## config.mk

```make
export PLATFORM = sky130hd
export DESIGN_NAME = sub_pipe_arbiter
export DESIGN_NICKNAME = d
export VERILOG_FILES = /design/src/rtl/sub_pipe_arbiter.sv
export SDC_FILE = /design/constraint.sdc
export NUM_CORES = 1
export LEC_CHECK = 0
export ABC_AREA = 1
export CORE_AREA = 2 2 160 162
export CTS_CLUSTER_DIAMETER = 50
export DETAILED_ROUTE_END_ITERATION = 10
export DIE_AREA = 0 0 162 164
export SLEW_MARGIN = 5
export SYNTH_ARGS = -nofsm -noshare
export SYNTH_HDL_FRONTEND = slang
export SYNTH_SLANG_ARGS = --single-unit
```

## constraint.sdc

```tcl
create_clock -name aclk -period 2.75 [get_ports aclk]
set_input_delay 0.55 -clock aclk [delete_from_list [all_inputs] [get_ports aclk]]
set_output_delay 0.55 -clock aclk [all_outputs]
set_load 0.005 [all_outputs]
```

## src/rtl/sub_pipe_arbiter.sv

```systemverilog
// Round-robin front end that lets NUM_REQ requesters share one in-order, fixed-latency
// subtractor pipeline. Requester IDs are queued in issue order so results can be routed back
// without a sideband tag on the pipeline itself.
module sub_pipe_arbiter #(
  parameter int unsigned NUM_REQ      = 4,
  parameter int unsigned C_DATA_WIDTH = 32,
  parameter int unsigned TAG_DEPTH    = 8,
  parameter int unsigned ID_BITS      = $clog2(NUM_REQ),
  parameter int unsigned CNT_BITS     = $clog2(TAG_DEPTH) + 1
) (
  input  logic                                     aclk,
  input  logic                                     aresetn,
  input  logic [NUM_REQ-1:0]                       s_req_tvalid,
  input  logic [NUM_REQ-1:0][1:0][C_DATA_WIDTH-1:0] s_req_tdata,
  output logic [NUM_REQ-1:0]                       s_req_tready,
  output logic [NUM_REQ-1:0]                       m_rsp_tvalid,
  output logic [C_DATA_WIDTH-1:0]                  m_rsp_tdata,
  input  logic [NUM_REQ-1:0]                       m_rsp_tready,
  output logic [1:0]                               p_tvalid,
  output logic [1:0][C_DATA_WIDTH-1:0]             p_tdata,
  input  logic [1:0]                               p_tready,
  input  logic                                     p_res_tvalid,
  input  logic [C_DATA_WIDTH-1:0]                  p_res_tdata,
  output logic                                     p_res_tready,
  output logic [CNT_BITS-1:0]                      outstanding,
  output logic                                     err_orphan
);

  localparam int unsigned AW = $clog2(TAG_DEPTH);

  logic [ID_BITS-1:0]  ptr_q, ptr_d;
  logic [ID_BITS-1:0]  grant;
  logic                any_valid;
  logic                fifo_full, fifo_empty;
  logic                issue, pop;
  logic [CNT_BITS-1:0] wr_ptr_q, wr_ptr_d, rd_ptr_q, rd_ptr_d;
  logic [ID_BITS-1:0]  tag_mem_q [TAG_DEPTH];
  logic [ID_BITS-1:0]  head;
  logic                err_orphan_q, err_orphan_d;
  logic                unused_ready;

  // Only lane 0 of the pipeline ready is meaningful; both lanes move together.
  assign unused_ready = p_tready[1];

  assign any_valid  = |s_req_tvalid;
  assign fifo_empty = (wr_ptr_q == rd_ptr_q);
  assign fifo_full  = (wr_ptr_q[CNT_BITS-1] != rd_ptr_q[CNT_BITS-1]) &&
                      (wr_ptr_q[AW-1:0] == rd_ptr_q[AW-1:0]);
  assign head       = tag_mem_q[rd_ptr_q[AW-1:0]];

  // Full blocks issue even if a pop lands in the same cycle, keeping response timing
  // out of the request-ready path.
  assign issue = aresetn & any_valid & ~fifo_full & p_tready[0];
  assign pop   = aresetn & p_res_tvalid & ~fifo_empty & m_rsp_tready[head];

  assign outstanding = wr_ptr_q - rd_ptr_q;
  assign err_orphan  = err_orphan_q;
  assign m_rsp_tdata = p_res_tdata;

  // Round-robin search starting at ptr_q, wrapping modulo NUM_REQ.
  always_comb begin
    int  idx;
    logic found;
    grant = '0;
    found = 1'b0;
    idx   = 0;
    for (int k = 0; k < int'(NUM_REQ); k++) begin
      idx = int'(ptr_q) + k;
      if (idx >= int'(NUM_REQ)) idx = idx - int'(NUM_REQ);
      if (!found && s_req_tvalid[idx[ID_BITS-1:0]]) begin
        found = 1'b1;
        grant = idx[ID_BITS-1:0];
      end
    end
  end

  // Request side: grant steering and pipeline operand drive.
  always_comb begin
    s_req_tready = '0;
    if (issue) s_req_tready[grant] = 1'b1;
    p_tvalid = {2{aresetn & any_valid & ~fifo_full}};
    p_tdata  = any_valid ? s_req_tdata[grant] : '0;
  end

  // Response side: route to the requester at the tag FIFO head; orphans are swallowed.
  always_comb begin
    m_rsp_tvalid = '0;
    p_res_tready = 1'b0;
    if (aresetn) begin
      if (fifo_empty) begin
        p_res_tready = 1'b1;
      end else begin
        m_rsp_tvalid[head] = p_res_tvalid;
        p_res_tready       = m_rsp_tready[head];
      end
    end
  end

  // Next-state for pointer, FIFO pointers and sticky orphan flag.
  always_comb begin
    ptr_d = ptr_q;
    if (issue) begin
      if (32'(grant) == NUM_REQ - 1) ptr_d = '0;
      else                           ptr_d = grant + 1'b1;
    end
    wr_ptr_d     = issue ? wr_ptr_q + 1'b1 : wr_ptr_q;
    rd_ptr_d     = pop   ? rd_ptr_q + 1'b1 : rd_ptr_q;
    err_orphan_d = err_orphan_q | (p_res_tvalid & fifo_empty);
  end

  // Control state; reset drops every in-flight tag.
  always_ff @(posedge aclk or negedge aresetn) begin
    if (!aresetn) begin
      ptr_q        <= '0;
      wr_ptr_q     <= '0;
      rd_ptr_q     <= '0;
      err_orphan_q <= 1'b0;
    end else begin
      ptr_q        <= ptr_d;
      wr_ptr_q     <= wr_ptr_d;
      rd_ptr_q     <= rd_ptr_d;
      err_orphan_q <= err_orphan_d;
    end
  end

  // Tag storage; contents are don't-care while the FIFO is empty, so no reset.
  always_ff @(posedge aclk) begin
    if (issue) tag_mem_q[wr_ptr_q[AW-1:0]] <= grant;
  end

endmodule

```

==> results of run 1 <==
flip-flops by register name (all words and copies together), names as in the netlist:
name / count
tag_mem_q: 16
rd_ptr_q: 4
wr_ptr_q: 4
ptr_q: 2
err_orphan: 1
metal layers:
metal | vias up | part of all wire, % | GRT usage, %
met2 | 325 | 49 | 34.3
met3 | 46 | 7.5 | 4.02
met5 | - | 0.048 | 0
met4 | 2 | 2.0 | 4.63
li1 | 3709 | - | -
met1 | 3360 | 41 | 23.5
logic make-up after synthesis:
| logic type | after synthesis | share of synthesized area, % |
|---|---|---|
| buffers and inverters | 324 | 28.3 |
| adder cells (fa/ha/maj) | 10 | 2.49 |
| XOR/XNOR | 7 | 1.15 |
| AND/OR/NAND/NOR | 501 | 45.8 |
| flip-flops | 27 | 14.2 |
| AO/OA/AOI/OAI | 84 | 8.12 |
cell usage in the layout, fill, tap and decap left out, types with 3 or more instances in the layout:
cell type,netlist,layout
ha_1,9,8
edfxtp_1,16,16
xor2_1,4,4
o21ai_0,11,10
clkbuf_2,0,8
xnor2_1,3,3
dlymetal6s2s_1,0,5
inv_2,3,4
nand3_1,204,199
a21oi_1,65,41
buf_2,36,4
nand2_1,190,178
clkdlybuf4s50_1,0,270
buf_8,0,3
dlygate4sd2_1,0,21
nor2_1,24,23
a21oi_2,0,24
buf_4,39,78
clkbuf_16,0,4
bufbuf_16,0,8
clkdlybuf4s15_2,0,32
buf_12,0,21
nand2_2,6,14
dfrtp_1,11,9
nand3_2,0,5
nor3_2,0,4
nand3b_1,64,64
clkdlybuf4s15_1,0,7
buf_6,13,6
inv_1,221,218
nand2_8,0,3
buf_16,0,8
critical path: stages, from the launching register on:
cell and delay [ps]:
dfrtp_2 490, inv_6 110, nand2_1 80, nand3_2 80, nand2_2 80, nor2_4 180
nand3_1 110, nand3_2 120, nand2_8 110, inv_12 100, bufbuf_16 260, buf_4 100
nand3_1 90, a21oi_2 170, clkdlybuf4s15_2 220
metrics by stage:
step | power [mW] | instance area [sq um] | setup slack [ps] | util, %
after global placement | 13.6 | 9370 | -843 | 37.8
final | 16.6 | 10500 | -383 | 42.3
after detailed placement | 13.6 | 9370 | -875 | 37.8
after floorplan | 7.28 | 5330 | 277 | -
after CTS | 16.3 | 10400 | -382 | 41.7
after global routing | 18.0 | 10500 | -541 | 42.3
path summary, 6_finish.rpt:
path | start | endpoint | cells after the start
max in group asynchronous | aresetn | ptr_q[0]$_DFFE_PN0P_ | 3
worst min-delay path | err_orphan$_DFF_PN0_ | err_orphan$_DFF_PN0_ | 1
worst min register to register | err_orphan$_DFF_PN0_ | err_orphan$_DFF_PN0_ | 1
worst max-delay path | ptr_q[0]$_DFFE_PN0P_ | p_tdata[20] | 14
worst max register to register | ptr_q[0]$_DFFE_PN0P_ | ptr_q[1]$_DFFE_PN0P_ | 13
min in group asynchronous | aresetn | err_orphan$_DFF_PN0_ | 2
cell type report:
class | instances | area share (%)
tap | 330 | 3.93
clock inverter | 1 | 0.0714
antenna | 2 | 0.0476
clock buffer | 3 | 0.714
multi-input combinational | 602 | 31.6
inverter | 225 | 8.23
timing repair buffer | 472 | 48.2
sequential | 27 | 7.22
power by group through the flow:
stage / Combinational (mW) / Sequential (mW) / Clock [mW]
global route: 16.9 / 0.733 / 0.361
floorplan: 6.59 / 0.690 / 0
detailed placement: 12.9 / 0.719 / 0
global placement: 12.9 / 0.721 / 0
finish: 15.6 / 0.719 / 0.331
CTS: 15.3 / 0.720 / 0.334
what timing repair did:
action / 4_1_cts / 5_1_grt
resized for setup: 226 / 42
pin swaps: 23 / 5
gates cloned: 14 / 1
setup buffers: 29 / 6
endpoints found under the setup margin: 73 / 75
==> results.json, run 1 <==
{
  "status": "finished with violations",
  "failed_checks": "setup timing",
  "cts_tree": "yes",
  "ys_ff_latch": 27,
  "p_switching_mw": 7.63,
  "postRouteAntennaNets": 0,
  "hold_class": "flip-flop to flip-flop",
  "pwr_density_cell_mw_per_mm2": 1580,
  "relSlewSlack_pct": 78.4,
  "end_kind": "primary output",
  "holdWs_ps": 497,
  "dr.first_iter.drc_count": 395,
  "drv_slew": 0,
  "syn_nets": 1264,
  "clockBufferDepth": 2,
  "synth_most_common_cell": "inv_1",
  "seqPwrFrac_pct": 4.3,
  "numCtsBuffers": 3,
  "worstPathArrival_ps": 2580,
  "grt_max_degree": 60,
  "overflow": 0,
  "synth-async-reset-ratio_pct": 40.7,
  "place.gp.congestion": 0.867,
  "cts_root_buffer": "clkbuf_16",
  "clk_pin_slew_ps": 70,
  "synth_edf_count": 16,
  "final.setup.tns_ps": -20970,
  "finalSetupViolCount": 68,
  "clkSinkCount": 27,
  "critPathRequiredTime_ps": 2200,
  "syn_inst": 953,
  "syn_to_final_growth_pct": 97.0,
  "io_pins": 413,
  "htreeDepth": 1,
  "finalCriticalPeriod_ps": 3130,
  "start_util_pct": 21.5,
  "timing.final.ws_setup_ps": -383,
  "drive_above_1_share_pct": 18.3,
  "ctsHoldBuffers": 0,
  "dp_cells": 1606,
  "grt_pass1_vias": 7332,
  "grt_antenna_before_repair": 3,
  "io_buffer_count": 347,
  "finalNetCount": 1642,
  "syn_avg_cell_area_sq_um": 5.60,
  "routed_wl_mm": 27.2,
  "cp_max_fo": 8,
  "vias": 7442,
  "synthDominantCellAreaShare_pct": 19.1,
  "yosys.area.top_type": "nand3_1",
  "p_comb_share_pct": 93.7,
  "avgViaCountPerCell": 4.48,
  "grt_use_total_pct": 19.2,
  "yosysWarnings": 0,
  "die_height_um": 164,
  "drcViolationCount": 0,
  "syn_area_sq_mm": 0.00533,
  "rsz0062_at_grt": "yes",
  "regArea_sq_um": 758,
  "power_frac_clock_pct": 2.0,
  "power_leakage_nw": 5.28,
  "synth_commonest_cells": "inv_1, nand3_1, nand2_1, a21oi_1, nand3b_1",
  "wl_per_cell_um": 16.3,
  "hold_viol_final": 0,
  "netSwitchingFraction_pct": 45.9,
  "fin_crit_sh_pct": 114,
  "row_count": 58,
  "coreArea_sq_mm": 0.0248,
  "path_class": "flip-flop to primary output",
  "die_x_um": 162,
  "grt_pass1_wl_mm": 40.0,
  "start_kind": "flip-flop",
  "clk_latency_ps": 260,
  "finalNonFillerCells": 1662,
  "multi_input_comb_area_sq_mm": 0.00332,
  "tightest_slew_ps": 322,
  "nFillCells": 2596,
  "rrSetupSlack_ps": 480,
  "synth_area_leaders": "nand3_1, inv_1, nand2_1",
  "vdd_drop_max_uv": 816,
  "synth.distinct_cells": 32,
  "ys_seq_area_share_pct": 14.2,
  "dp_hpwl_mm": 18.8,
  "fmax_mhz": 319,
  "ys.flop_type": "edfxtp_1",
  "firstDrtPassIters": 5,
  "clock-skew-final_ps": 4.14,
  "die_area_sq_mm": 0.0266,
  "max_cap_viol_count": 0,
  "cellInternalPower_mw": 8.98
}
Note: power is estimated with default switching activity, not from simulation.
==> inputs of run 2 (changes only) <==
--- a/config.mk
+++ b/config.mk
@@ -10,6 +10,7 @@
 export CTS_CLUSTER_DIAMETER = 50
 export DETAILED_ROUTE_END_ITERATION = 10
 export DIE_AREA = 0 0 162 164
+export RECOVER_POWER = 100
 export SLEW_MARGIN = 5
 export SYNTH_ARGS = -nofsm -noshare
 export SYNTH_HDL_FRONTEND = slang
==> run 2 against run 1 <==
Compared with the run above:
- wire length about the same
- cell area hardly changed
- the flow still finishes with violations (setup timing)
- sequential share of layout area about the same
- global-route usage unchanged
- utilization barely moved
- flip-flop and latch count unchanged
- setup slack barely moved
- largest power group unchanged
- critical path type unchanged
- final cell count unchanged
==> results.json, run 2 (synthesis results as in run 1) <==
{
  "finalCriticalPeriod_ps": 3130,
  "fin_crit_sh_pct": 114,
  "pwr_density_cell_mw_per_mm2": 1580,
  "status": "finished with violations",
  "vdd_drop_max_uv": 816,
  "crit_path_start": "ptr_q[0]$_DFFE_PN0P_",
  "firstDrtPassIters": 5,
  "coreArea_sq_mm": 0.0248,
  "final.setup.tns_ps": -20970,
  "clkSinkCount": 27,
  "finish.utilization_pct": 42.3,
  "syn_to_final_growth_pct": 96.9,
  "place.gp.congestion": 0.867,
  "wl_per_cell_um": 16.3,
  "routed_wl_mm": 27.2,
  "dp_hpwl_mm": 18.8,
  "hold_viol_final": 0,
  "finalSetupViolCount": 68,
  "numCtsBuffers": 3,
  "htreeDepth": 1,
  "die_x_um": 162,
  "critPathSlowestCell": "dfrtp_2",
  "drv_slew": 0,
  "vias": 7442,
  "end_kind": "primary output",
  "clockBufferDepth": 2,
  "rrSetupSlack_ps": 480,
  "die_area_sq_mm": 0.0266,
  "start_kind": "flip-flop",
  "rsz0062_at_grt": "yes",
  "hold_class": "flip-flop to flip-flop",
  "path_cells": "inv_6 -> nand2_1 -> nand3_2 -> nand2_2 -> nor2_4 -> nand3_1 -> nand3_2 -> nand2_8 -> inv_12 -> bufbuf_16 -> buf_4 -> nand3_1 -> a21oi_2 -> clkdlybuf4s15_2",
  "r2r_cells": 13,
  "dpl_cell_area_sq_mm": 0.00937,
  "r2r_end": "ptr_q[1]$_DFFE_PN0P_",
  "die_height_um": 164,
  "max_cap_viol_count": 0,
  "row_count": 58,
  "io_pins": 413,
  "critPathRequiredTime_ps": 2200,
  "largest_register_ffs": 16,
  "clk_latency_ps": 260,
  "start_util_pct": 21.5,
  "regToRegStartpoint": "ptr_q[0]$_DFFE_PN0P_",
  "postRouteAntennaNets": 0,
  "drcViolationCount": 0,
  "clock-skew-final_ps": 4.14,
  "worstPathArrival_ps": 2580,
  "slowest_delay_ps": 490,
  "final_common_cell": "clkdlybuf4s50_1",
  "cp_max_fo": 8,
  "cts_root_buffer": "clkbuf_16",
  "failed_checks": "setup timing",
  "cp-endpoint": "p_tdata[20]",
  "cts_tree": "yes",
  "relSlewSlack_pct": 60.2,
  "final_cell_mix": "clkdlybuf4s50_1, inv_1, nand3_1",
  "ctsHoldBuffers": 0,
  "grt_use_total_pct": 19.2,
  "holdWs_ps": 490,
  "drive_above_1_share_pct": 18.1,
  "power_leakage_nw": 5.28,
  "finalNetCount": 1642,
  "grt_antenna_before_repair": 3,
  "io_buffer_count": 347,
  "grt_pass1_vias": 7332,
  "grt_max_degree": 60,
  "timing.final.ws_setup_ps": -383,
  "tightest_slew_ps": 597,
  "clk_pin_slew_ps": 70,
  "avgViaCountPerCell": 4.48,
  "path_class": "flip-flop to primary output",
  "fmax_mhz": 319,
  "dr.first_iter.drc_count": 393,
  "final_area_sq_mm": 0.0105,
  "overflow": 0,
  "grt_pass1_wl_mm": 40.0
}
run 2: cell count changes in the layout (fill, tap and decap cells not counted):
cell,delta
buf_4,-2
clkbuf_1,+1
clkbuf_4,+1
clkdlybuf4s50_1,-2
dfrtp_1,+1
dfrtp_2,-1
dlygate4sd3_1,+2
run 2: worst min-delay path by stage:
stage	from	to	slack [ps]	cells after the start
floorplan	aresetn	err_orphan$_DFF_PN0_	250	0
global placement	err_orphan$_DFF_PN0_	err_orphan$_DFF_PN0_	470	1
detailed placement	err_orphan$_DFF_PN0_	err_orphan$_DFF_PN0_	480	1
CTS	err_orphan$_DFF_PN0_	err_orphan$_DFF_PN0_	500	1
global route	wr_ptr_q[3]$_DFFE_PN0P_	wr_ptr_q[3]$_DFFE_PN0P_	520	1
finish	err_orphan$_DFF_PN0_	err_orphan$_DFF_PN0_	490	1
run 2: critical path, delay by kind of cell, from the launching register on:
kind                   cells  cell delay (ps)
AND/OR/NAND/NOR            8              850
buffers and inverters      5              790
AO/OA/AOI/OAI              1              170
flip-flops                 1              490
run 2: per-layer routing:
metal	part of all wire [%]	GRT usage (%)	wire, um	vias to the layer above
met4	2.0	4.63	551	2
li1	-	-	-	3709
met3	7.5	4.02	2040	46
met5	0.048	0	13	-
met2	49	34.3	13400	325
met1	41	23.5	11200	3360
run 2: metrics by stage:
stage	total power, mW	cells	setup slack, ps
6_report	16.6	1662	-383
4_1_cts	16.3	1653	-382
5_1_grt	18.0	1662	-541
2_1_floorplan	7.28	953	277
3_3_place_gp	13.6	1606	-843
3_5_place_dp	13.6	1606	-875
run 2: layout make-up:
cell class	instances	area, sq um
clock buffer	3	75.1
multi-input combinational	602	3320
clock inverter	1	7.51
sequential	27	757
timing repair buffer	472	5060
tap	330	413
fill	2597	14300
antenna	2	5.00
inverter	225	865
run 2: report_power, final:
part	internal [mW]	switching, mW	total [mW]
registers	0.620	0.0963	0.717
logic	8.15	7.40	15.6
clock network	0.197	0.134	0.331
total	8.97	7.63	16.6
run 2: timing repair:
item / 4_1_cts / 5_1_grt
endpoints found under the setup margin: 73 / 75
resized for setup: 226 / 42
pin swaps: 23 / 5
setup buffers: 29 / 6
cloned: 14 / 1
==> inputs of run 3 (changes only) <==
--- a/config.mk
+++ b/config.mk
@@ -11,7 +11,6 @@
 export DETAILED_ROUTE_END_ITERATION = 10
 export DIE_AREA = 0 0 162 164
 export RECOVER_POWER = 100
-export SLEW_MARGIN = 5
 export SYNTH_ARGS = -nofsm -noshare
 export SYNTH_HDL_FRONTEND = slang
 export SYNTH_SLANG_ARGS = --single-unit
==> results of run 3 <==
The final DEF is identical to that of run 2; final timing and power are the same.
==> RTL edit (config.mk and constraints of run 1) <==
Make the reset (`aresetn`) synchronous in one clocked block.
--- a/src/rtl/sub_pipe_arbiter.sv
+++ b/src/rtl/sub_pipe_arbiter.sv
@@ -110,5 +110,5 @@
 
   // Control state; reset drops every in-flight tag.
-  always_ff @(posedge aclk or negedge aresetn) begin
+  always_ff @(posedge aclk) begin
     if (!aresetn) begin
       ptr_q        <= '0;
Function: differs if aresetn is asserted again (counterexample within 4 cycles, from zero or initial values and one cycle with aresetn low); with aresetn held inactive, the same outputs for 4 cycles.
==> RTL edit against run 1 <==
- cell count up 0.66%
- via count rose by 0.51%
- the run still ends with negative setup slack left
- area after synthesis grew 0.21%
- synthesized cell count up 2.2%
- count of clock-buffer cells in the layout grew 4
- setup slack gained 0.19 ns
- register-to-register slack worse by 0.06 ns
- fmax up 6.5%
- cell area increased by 2.3%
- sequential cell count increased by 3
- critical endpoint is now p_tdata[17]
- non-clock buffer count is 16 lower
- wire length is 5.3% higher
Power is left out: it rests on default switching activity, and per cell area and clock period it moved more than threefold.
==> RTL edit: results (changes against run 1) <==
Worst setup path
  • FF-to-FF setup slack: 0.42 ns (-0.06 ns)
  • Critical path capture point: p_tdata[17]
  • Setup crit start: ptr_q[0]
  • Worst path top cell family by delay: buffers and inverters
  • Slowest cell on crit path: dfxtp_4
  • Crit path DAT: 2.39 ns (-0.19 ns)
  • CP peak stage delay: 0.35 ns (-0.14 ns)
  • Crit path max fanout: 23 (+15)

Placed design
  • RePlAce Congestion: 0.892 (+2.8%)
  • DP HPWL: 19.5 mm (+4.0%)
  • Pre-CTS WS: -0.807 ns (+0.0674 ns)

Finish
  • Fin cells: 1673 (+0.66%)
  • Non-clk bufs: 456 (-3.4%)
  • ANT cells: 3 (+1)
  • Sequential fraction of total cell area: 0.0718 (-0.000358)
  • Layout clock buffer count: 7 (+4)
  • Comb_multi_in: 610 (+1.3%)

CTS
  • Clock slew at reported path FFs: 0.05 ns (-0.02 ns)
  • Clk_lat worst skew: 0.28 ns (+0.02 ns)
  • H-tree depth: 2 (+1)
  • Clock buffer count from CTS: 5 (+2)

Run status
  • Failing checks: negative setup slack
  • Outcome: complete, but fails checks

STA
  • Setup WS post-layout: -0.192 ns (+0.191 ns)
  • Finish-stage setup viols: 67 (-1.5%)
  • Clock skew: 0.00494 ns (+0.000795 ns)

Global route
  • First-pass GRT wire length: 39.7 mm (-0.64%)
  • Total GRT Usage: 0.190 (-0.00158)

Routing
  • Pre-antenna DRT Iters: 4 (-1)

Synthesis
  • Mapped Cells: 974 (+2.2%)
  • Mapped Nets: 1285 (+1.7%)
  • Sequential area share after synthesis: 0.142 (+0.000638)
  • Synth top area cells: nand3_1, inv_1, nand2_1, nand3b_1, edfxtp_1
  • Top cells by instance count after synthesis: inv_1, nand3_1, nand2_1
  • Post-synth ARST share: 0 (-0.407)
RTL edit: changes by cell type after synthesis, sizes merged, moves of 2 or more:
cell	before	now
o22ai	2	0
nand2	197	194
dfxtp	0	14
dfrtp	11	0
o211ai	2	0
inv	225	236
nand4	2	5
a21oi	65	77
nand3	204	206
buf	88	80
clkbuf	11	19
RTL edit: cell families after synthesis:
| group | share of synthesized area |
|---|---|
| xor+xnor | 0.00819 |
| compound gates | 0.0875 |
| simple gates | 0.462 |
| fa+ha+maj | 0.0248 |
| flops | 0.142 |
| buf+inv | 0.276 |
RTL edit: worst min-delay path by stage:
| stage | from | endpoint | cells after the start | slack, ns |
|---|---|---|---|---|
| final | err_orphan | err_orphan | 2 | 0.48 |
| after global routing | err_orphan | err_orphan | 2 | 0.50 |
| after CTS | err_orphan | err_orphan | 2 | 0.48 |
| after detailed placement | err_orphan | err_orphan | 2 | 0.46 |
| after global placement | err_orphan | err_orphan | 2 | 0.45 |
| after floorplan | err_orphan | err_orphan | 2 | 0.45 |
RTL edit: repair_timing:
item,in CTS,in global routing
pin swaps,71,38
cloned,9,13
resized for setup,396,114
hold buffers,0,0
setup endpoints to repair,75,71
buffers inserted,21,7
RTL edit: metal layers:
metal	routed length (um)	global-route usage	up-vias
li1	-	-	3740
met3	2150	0.0449	40
met2	14600	0.339	315
met1	11200	0.229	3385
met4	678	0.0483	0
met5	0	0	-
RTL edit: stage by stage:
stage	area (um^2)	hold slack (ns)	setup TNS, ns
detailed placement	9390	0.460	-51.49
global route	10800	0.498	-16.93
finish	10800	0.478	-8.61
global placement	9390	0.447	-50.58
floorplan	5350	0.449	0
CTS	10000	0.477	-7.46
